==> config.mk <==
export PLATFORM = sky130hd
export DESIGN_NAME = fan_pwm_array
export DESIGN_NICKNAME = d
export VERILOG_FILES = /design/src/rtl/fan_pwm_array.sv
export SDC_FILE = /design/constraint.sdc
export NUM_CORES = 2
export LEC_CHECK = 0
export CORE_ASPECT_RATIO = 1.1
export CORE_MARGIN = 2
export CORE_UTILIZATION = 45
export CTS_CLUSTER_DIAMETER = 80
export DETAILED_ROUTE_END_ITERATION = 6
export SYNTH_ARGS = -nofsm -noshare
export SYNTH_HDL_FRONTEND = slang
export SYNTH_SLANG_ARGS = --single-unit
==> constraint.sdc <==
create_clock -name csi_MCLK_clk -period 7 [get_ports csi_MCLK_clk]
set_input_delay 1.05 -clock csi_MCLK_clk [delete_from_list [all_inputs] [get_ports csi_MCLK_clk]]
set_output_delay 1.05 -clock csi_MCLK_clk [all_outputs]
set_load 0.01 [all_outputs]
==> src/rtl/fan_pwm_array.sv <==
// Multi-channel fan PWM controller with Avalon-MM register access.
// Each channel ramps its duty toward a target by a bounded step at every period wrap.
module fan_pwm_array #(
  parameter int N_CH  = 4,
  parameter int CNT_W = 16
) (
  input  logic            csi_MCLK_clk,
  input  logic            rsi_MRST_reset_n,
  input  logic [5:0]      avs_ctrl_address,
  input  logic            avs_ctrl_write,
  input  logic            avs_ctrl_read,
  input  logic [31:0]     avs_ctrl_writedata,
  input  logic [3:0]      avs_ctrl_byteenable,
  output logic [31:0]     avs_ctrl_readdata,
  output logic            avs_ctrl_waitrequest,
  output logic [N_CH-1:0] fan
);

  localparam logic [31:0] ID_VALUE = 32'hEA680004;

  function automatic logic [CNT_W-1:0] merge_cnt(input logic [CNT_W-1:0] old_v,
                                                 input logic [CNT_W-1:0] new_v,
                                                 input logic [CNT_W-1:0] mask);
    return (old_v & ~mask) | (new_v & mask);
  endfunction

  logic [31:0]            be_mask;
  logic                   wr_enable;
  logic                   wr_polarity;
  logic [N_CH-1:0]        enable_q;
  logic [N_CH-1:0]        enable_d;
  logic [N_CH-1:0]        polarity_q;
  logic [N_CH-1:0]        polarity_d;
  logic [N_CH-1:0][31:0]  ch_rd;
  logic [31:0]            rdata_d;
  logic [31:0]            readdata_q;
  logic                   unused_bits;

  assign be_mask = {{8{avs_ctrl_byteenable[3]}}, {8{avs_ctrl_byteenable[2]}},
                    {8{avs_ctrl_byteenable[1]}}, {8{avs_ctrl_byteenable[0]}}};
  assign unused_bits          = &{1'b0, avs_ctrl_writedata, be_mask};
  assign avs_ctrl_waitrequest = 1'b0;
  assign avs_ctrl_readdata    = readdata_q;

  assign wr_enable   = avs_ctrl_write && (avs_ctrl_address == 6'd1);
  assign wr_polarity = avs_ctrl_write && (avs_ctrl_address == 6'd2);
  assign enable_d    = (enable_q & ~be_mask[N_CH-1:0]) |
                       (avs_ctrl_writedata[N_CH-1:0] & be_mask[N_CH-1:0]);
  assign polarity_d  = (polarity_q & ~be_mask[N_CH-1:0]) |
                       (avs_ctrl_writedata[N_CH-1:0] & be_mask[N_CH-1:0]);

  always_ff @(posedge csi_MCLK_clk) begin
    if (!rsi_MRST_reset_n) begin
      enable_q   <= '0;
      polarity_q <= '1;
      readdata_q <= '0;
    end else begin
      if (wr_enable)   enable_q   <= enable_d;
      if (wr_polarity) polarity_q <= polarity_d;
      // A write in the same cycle as a read suppresses the read.
      if (avs_ctrl_read && !avs_ctrl_write) readdata_q <= rdata_d;
    end
  end

  always_comb begin
    rdata_d = '0;
    case (avs_ctrl_address)
      6'd0:    rdata_d = ID_VALUE;
      6'd1:    rdata_d = 32'(enable_q);
      6'd2:    rdata_d = 32'(polarity_q);
      default: ;
    endcase
    for (int c = 0; c < N_CH; c++) begin
      if (avs_ctrl_address[5:2] == 4'(c + 1)) rdata_d = ch_rd[c];
    end
  end

  for (genvar gi = 0; gi < N_CH; gi++) begin : g_ch
    logic             ch_sel;
    logic             wr_period;
    logic             wr_tgt;
    logic             wr_step;
    logic             wrap;
    logic             active;
    logic             fan_q;
    logic [CNT_W-1:0] period_q;
    logic [CNT_W-1:0] tgt_q;
    logic [CNT_W-1:0] step_q;
    logic [CNT_W-1:0] duty_q;
    logic [CNT_W-1:0] duty_d;
    logic [CNT_W-1:0] cnt_q;
    logic [CNT_W-1:0] per_act_q;

    assign ch_sel    = (avs_ctrl_address[5:2] == 4'(gi + 1));
    assign wr_period = avs_ctrl_write && ch_sel && (avs_ctrl_address[1:0] == 2'd0);
    assign wr_tgt    = avs_ctrl_write && ch_sel && (avs_ctrl_address[1:0] == 2'd1);
    assign wr_step   = avs_ctrl_write && ch_sel && (avs_ctrl_address[1:0] == 2'd2);
    assign wrap      = (per_act_q != '0) && (cnt_q == per_act_q - CNT_W'(1));
    assign active    = enable_q[gi] && (per_act_q != '0) && (cnt_q < duty_q);

    // Bounded approach toward the target; a zero step jumps straight to it.
    always_comb begin
      duty_d = duty_q;
      if (step_q == '0) begin
        duty_d = tgt_q;
      end else if (duty_q < tgt_q) begin
        duty_d = (tgt_q - duty_q > step_q) ? duty_q + step_q : tgt_q;
      end else if (duty_q > tgt_q) begin
        duty_d = (duty_q - tgt_q > step_q) ? duty_q - step_q : tgt_q;
      end
    end

    always_ff @(posedge csi_MCLK_clk) begin
      if (!rsi_MRST_reset_n) begin
        period_q  <= '0;
        tgt_q     <= '0;
        step_q    <= '0;
        duty_q    <= '0;
        cnt_q     <= '0;
        per_act_q <= '0;
        fan_q     <= 1'b1;
      end else begin
        if (wr_period) period_q <= merge_cnt(period_q, avs_ctrl_writedata[CNT_W-1:0], be_mask[CNT_W-1:0]);
        if (wr_tgt)    tgt_q    <= merge_cnt(tgt_q, avs_ctrl_writedata[CNT_W-1:0], be_mask[CNT_W-1:0]);
        if (wr_step)   step_q   <= merge_cnt(step_q, avs_ctrl_writedata[CNT_W-1:0], be_mask[CNT_W-1:0]);
        // A disabled channel parks per_act at 0, so enabling reloads PERIOD on the first cycle.
        if (!enable_q[gi]) begin
          cnt_q     <= '0;
          per_act_q <= '0;
          duty_q    <= '0;
        end else if (per_act_q == '0) begin
          cnt_q     <= '0;
          per_act_q <= period_q;
        end else if (wrap) begin
          cnt_q     <= '0;
          per_act_q <= period_q;
          duty_q    <= duty_d;
        end else begin
          cnt_q     <= cnt_q + CNT_W'(1);
        end
        fan_q <= active ^ polarity_q[gi];
      end
    end

    assign ch_rd[gi] = (avs_ctrl_address[1:0] == 2'd0) ? 32'(period_q) :
                       (avs_ctrl_address[1:0] == 2'd1) ? 32'(tgt_q)    :
                       (avs_ctrl_address[1:0] == 2'd2) ? 32'(step_q)   : 32'(duty_q);
    assign fan[gi] = fan_q;
  end

endmodule
# Word-level counts from Yosys, hierarchy flattened
# Cells that the tools add are included.
# W data, S select, Z words.
[op_classes] add_sub_neg=24 n_lt_le_gt_ge=20 eq_ne=12 n_mux=45 n_bitwise=45 n_reduce_logical=66
[op_table] op="$mux W16" n=40
[op_table] op="$and A16 B16 Y16" n=13
[op_table] op="$gt A16 B16 Y1" n=12
[op_table] op="$or A16 B16 Y16" n=12
[op_table] op="$sub A16 B16 Y16" n=12
[op_table] op="$logic_not A16 Y1" n=8
[op_table] op="$lt A16 B16 Y1" n=8
[op_table] op="$mux W32" n=4
[op_table] op="$pmux W32 S3" n=1
[op_table] op="$add A16 B1 Y16 const B" n=4
[op_table] op="$add A16 B16 Y16" n=4
[op_table] op="$eq A16 B16 Y1" n=4
[op_table] op="$reduce_bool A16 Y1" n=4
[op_table] op="$sub A16 B1 Y16 const B" n=4
[op_table] op="$logic_and A1 B1 Y1" n=31
[op_table] op="$not A16 Y16" n=1
[op_table] op="$reduce_or A4 Y1" n=4
[op_table] op="$and A4 B4 Y4" n=3
[op_table] op="$reduce_and A3 Y1" n=4
[op_table] op="$reduce_bool A3 Y1" n=4
[op_table] op="$not A1 Y1" n=9
[op_table] op="$eq A4 B2 Y1 const B" n=2
[op_table] op="$or A4 B4 Y4" n=2
[op_table] op="$reduce_and A2 Y1" n=4
[op_table] op="12 further kinds" n=18
[totals] ff_bits=428 input_bits=46 output_inout_bits=37

# Logic depth before layout (Yosys ltp)
[depth] ltp_word=8 depth_mapped=25 mapped_depth_nobuf=23

# Least setup slack after synthesis
# No wires, ideal clock.
[synth_path] path_type="register to register" from="register g_ch[1].duty_q[1]" to="register g_ch[1].duty_q[14]" arrival_time_ps=4971 t_required_ps=6908 path_slack_ps=1937 path_stages_with_launch=23 path_buffers=2 path_cell_list="dfxtp_1 inv_1 fa_1 a21o_1 a21oi_1 o21bai_1 a2111oi_0 nor3_1 a211oi_1 o21ai_0 a21oi_1 xnor2_1 ha_1 nand4_1 or4_1 a21oi_1 a2111oi_0 a211o_1 buf_2 a21boi_1 clkbuf_1 nor2_1 o32ai_1"
[synth_between] elab_chain_len=6 word_cells_on_any_way=15 cone_classes="add/sub: 4; order compare: 4; mux: 5; reduce/logical: 2"
[synth_lines] element="from (decl)" line="89" rtl="logic [CNT_W-1:0] duty_q;"
[synth_lines] element="from (signal assigned)" line="137" rtl="duty_q <= duty_d;"
[synth_lines] element="$sub A16 B16 Y16" line="109" rtl="duty_d = (duty_q - tgt_q > step_q) ? duty_q - step_q : tgt_q;"
[synth_lines] element="$gt A16 B16 Y1" line="109"
[synth_lines] element="$mux W16" line="109"
[synth_lines] element="$mux W16" line="108" rtl="end else if (duty_q > tgt_q) begin"
[synth_lines] element="$mux W16" line="106" rtl="end else if (duty_q < tgt_q) begin"
[synth_lines] element="$mux W16" line="104" rtl="if (step_q == '0) begin"
# Several ways; a longest one is shown, not always the timed one. The select of a mux whose other input is x is not followed.
# A chain may end at the register's enable or synchronous reset.

# Worst setup path after layout
[layout_path] from="register g_ch[0].duty_q[1]" to="register g_ch[0].duty_q[2]"
[layout_between] elab_chain_len=6 word_cells_on_any_way=15 cone_classes="add/sub: 4; order compare: 4; mux: 5; reduce/logical: 2"
[layout_lines] element="from (decl)" line="89"
[layout_lines] element="from (signal assigned)" line="137"
[layout_lines] element="$sub A16 B16 Y16" line="109"
[layout_lines] element="$gt A16 B16 Y1" line="109"
[layout_lines] element="$mux W16" line="109"
[layout_lines] element="$mux W16" line="108"
[layout_lines] element="$mux W16" line="106"
[layout_lines] element="$mux W16" line="104"
# Several ways; a longest one is shown, not always the timed one. The select of a mux whose other input is x is not followed.

==> results_dict.tcl <==
set metrics [dict create \
    status "completed" \
    fin_skew_ns 0.0269 \
    final_cells 5317 \
    seqPwrFrac_pct 42.4 \
    hold_viol 0 \
    dr.pass1.iters 5 \
    post-cts-setup-buffers 0 \
    rsz0062_at_grt "false" \
    r2r_slack_ns 0.70 \
    drtIter0Drc 2491 \
    clk_pin_slew_ns 0.06 \
    cp.arrival_ns 6.84 \
    die_w_um 275 \
    critical_path.max_fanout 15 \
    synth-async-reset-ratio_pct 0 \
    syn-cell-area_um2 36400 \
    route.detailed.drc 0 \
    final_cell_mix "436 x ha_1, 413 x dfxtp_1, 362 x nor2_1, 301 x inv_1, 261 x mux2i_1" \
    syn_to_final_growth_pct 7.80 \
    via_per_inst 5.97 \
    tns_ns 0 \
    setup_violations 0 \
    clock_latency_ns 0.61 \
    critPathRequiredTime_ns 7.53 \
    muxShareOfSynthArea_pct 11.7 \
    cts_sinks 413 \
    power_mw 5.59 \
    avgSynthCellArea_um2 8.43 \
    h-tree-depth 2 \
    cp-end-kind "flop" \
    core_um2 80200 \
    track_usage_pct 28.3 \
    ys.flop_type "dfxtp_1" \
    grt_pass1_vias 30400 \
    layout_commonest_cell "ha_1" \
    ys_types 96 \
    dieArea_um2 83100 \
    power_frac_comb_pct 7.7 \
    intPower_mw 4.20 \
    holdPathEnd "g_ch[2].per_act_q[15]" \
    portBuffers 55 \
    reg2reg_to "g_ch[0].duty_q[2]" \
    layout.nets 4723 \
    fin_crit_ns 6.30 \
    cts_resized 0 \
    setup_ws_ns 0.696 \
    start_util_pct 45.3 \
    place.gp.congestion 0.931 \
    power_switching_mw 1.39 \
    clockBufferDepth 3 \
    cts_tree "yes" \
    grt.overflow.total 0 \
    vdd_drop_max_mv 0.171 \
    worst_pin_slew_ns 1.20 \
    chipHeight_um 302 \
    leakagePower_nw 16.0 \
    pre_cts_ws_ns 0.803 \
    max-slew-margin-rel_pct 20.1 \
    diodes 0 \
    antenna_left 0 \
    io_pins 83 \
    yosys_warnings 0 \
    slew_violations 0 \
    final_layout_size_suffix_gt1_share_pct 5.35 \
    stdcell_area_um2 39200 \
    dp_cells 5229 \
    synthAdderAreaFrac_pct 15.9 \
    path_class "flop to flop" \
    fin_crit_sh_pct 90.1 \
    hpwl_um 91900 \
    grt_max_degree 143 \
    antenna_found_initial 2 \
    synth_seq_cells 413 \
    postSynthCellCount 4316 \
    vias 31700 \
    synth_top_family_by_area "compound AO/OA/AOI/OAI gates" \
    placed_cell_area_um2 37500 \
    hold_buffers 0 \
    drv_cap 0 \
    cts_buffers 48 \
    power_per_cell_area_nw_per_um2 143 \
    rr_worst_depth 20 \
    yosys.area_share.simple_pct 18.6 \
    switching_share_pct 24.8 \
    synth-xor-area-share_pct 6.65 \
    startpoint_type "flop" \
    min_path_cells 2 \
    root_buffer "clkbuf_16" \
    ys_seq_area_share_pct 22.7 \
    grt_pass1_wl_um 182000 \
    routedWlPerCell_um 22.4 \
    synth_compound_area_share_pct 18.7 \
    clkPwrFrac_pct 49.9 \
    timing.fmax_mhz 159 \
    hold_class "flop to flop" \
    synth-edff-count 0 \
    r2r-start "g_ch[0].duty_q[1]" \
    fin_util_pct 48.9 \
    num_rows 109 \
    holdWs_ns 0.484 \
    routed_wl_um 119000 \
]
-- Yosys cell counts, drive strengths merged (46+ instances only) --
library cell    n  area share, %
ha            436             15
dfxtp         413             23
nor2          362            3.7
inv           301            3.1
mux2i         261            7.2
a21oi         252            3.5
nor2b         245            4.2
nand2         200            2.1
clkbuf        175            1.8
xnor2         159            3.8
o21ai         151            2.1
xor2          117            2.8
nand3         106            1.5
a21o           90            1.9
nand4          76            1.3
mux4           67            4.1
nor3           61           0.90
buf            49           0.81
a221oi         46            1.1
nor4           46           0.83
-- kinds of logic after synthesis --
| kind of cell | count (synthesis) |
|---|---|
| flops | 413 |
| mux | 340 |
| fa+ha+maj | 452 |
| xor+xnor | 276 |
| buf+inv | 525 |
| compound gates | 997 |
| other cells | 1 |
| simple gates | 1312 |
-- power by group through the flow --
stage | Clock [mW] | Combinational (mW) | Sequential, mW
after floorplan | 0 | 0.283 | 2.42
after global placement | 0 | 0.425 | 2.42
after detailed placement | 0 | 0.426 | 2.42
after CTS | 2.82 | 0.428 | 2.37
after global routing | 2.91 | 0.467 | 2.37
final | 2.79 | 0.432 | 2.37
-- cell type report --
cell class                      count  area (um2)
Clock buffer                       62        1340
Fill cell                        7886       41000
Sequential cell                   413        8270
Tap cell                         1054        1320
Timing Repair Buffer               75         709
Inverter                          301        1130
Clock inverter                     26         388
Multi-Input combinational cell   3386       26100
-- metal layers --
metal | GRT usage, % | vias to the layer above | part of all wire [%]
li1 | - | 15400 | -
met1 | 39.0 | 15100 | 45
met2 | 45.6 | 999 | 45
met3 | 2.91 | 207 | 5.9
met4 | 10.7 | 4 | 4.2
met5 | 0 | - | 0.023
-- worst max path at each step --
stage / startpoint / to / cells after the start
after global placement: g_ch[0].duty_q[1] / g_ch[0].duty_q[2] / 20
final: g_ch[0].duty_q[1] / g_ch[0].duty_q[2] / 20
after floorplan: g_ch[1].duty_q[1] / g_ch[1].duty_q[14] / 22
after global routing: g_ch[0].duty_q[1] / g_ch[0].duty_q[2] / 20
after detailed placement: g_ch[0].duty_q[1] / g_ch[0].duty_q[2] / 20
after CTS: g_ch[0].duty_q[1] / g_ch[0].duty_q[2] / 20
-- worst max-delay path, cell delays in order (launching register included) --
cell       delay [ns]
dfxtp_1          0.49
inv_1            0.26
fa_1             0.48
a21o_1           0.19
a21oi_1          0.35
nor2_1           0.10
a21o_1           0.20
a21oi_1          0.16
o21ai_0          0.17
a21o_1           0.22
a21oi_1          0.17
xnor2_1          0.08
ha_1             0.31
nand4_1          0.20
nor4_1           0.37
a21boi_0         0.21
o41ai_1          0.21
nor3_2           0.94
nor2_1           0.43
a2111oi_0        0.51
a31o_1           0.14
(Power assumes the default switching activity.)
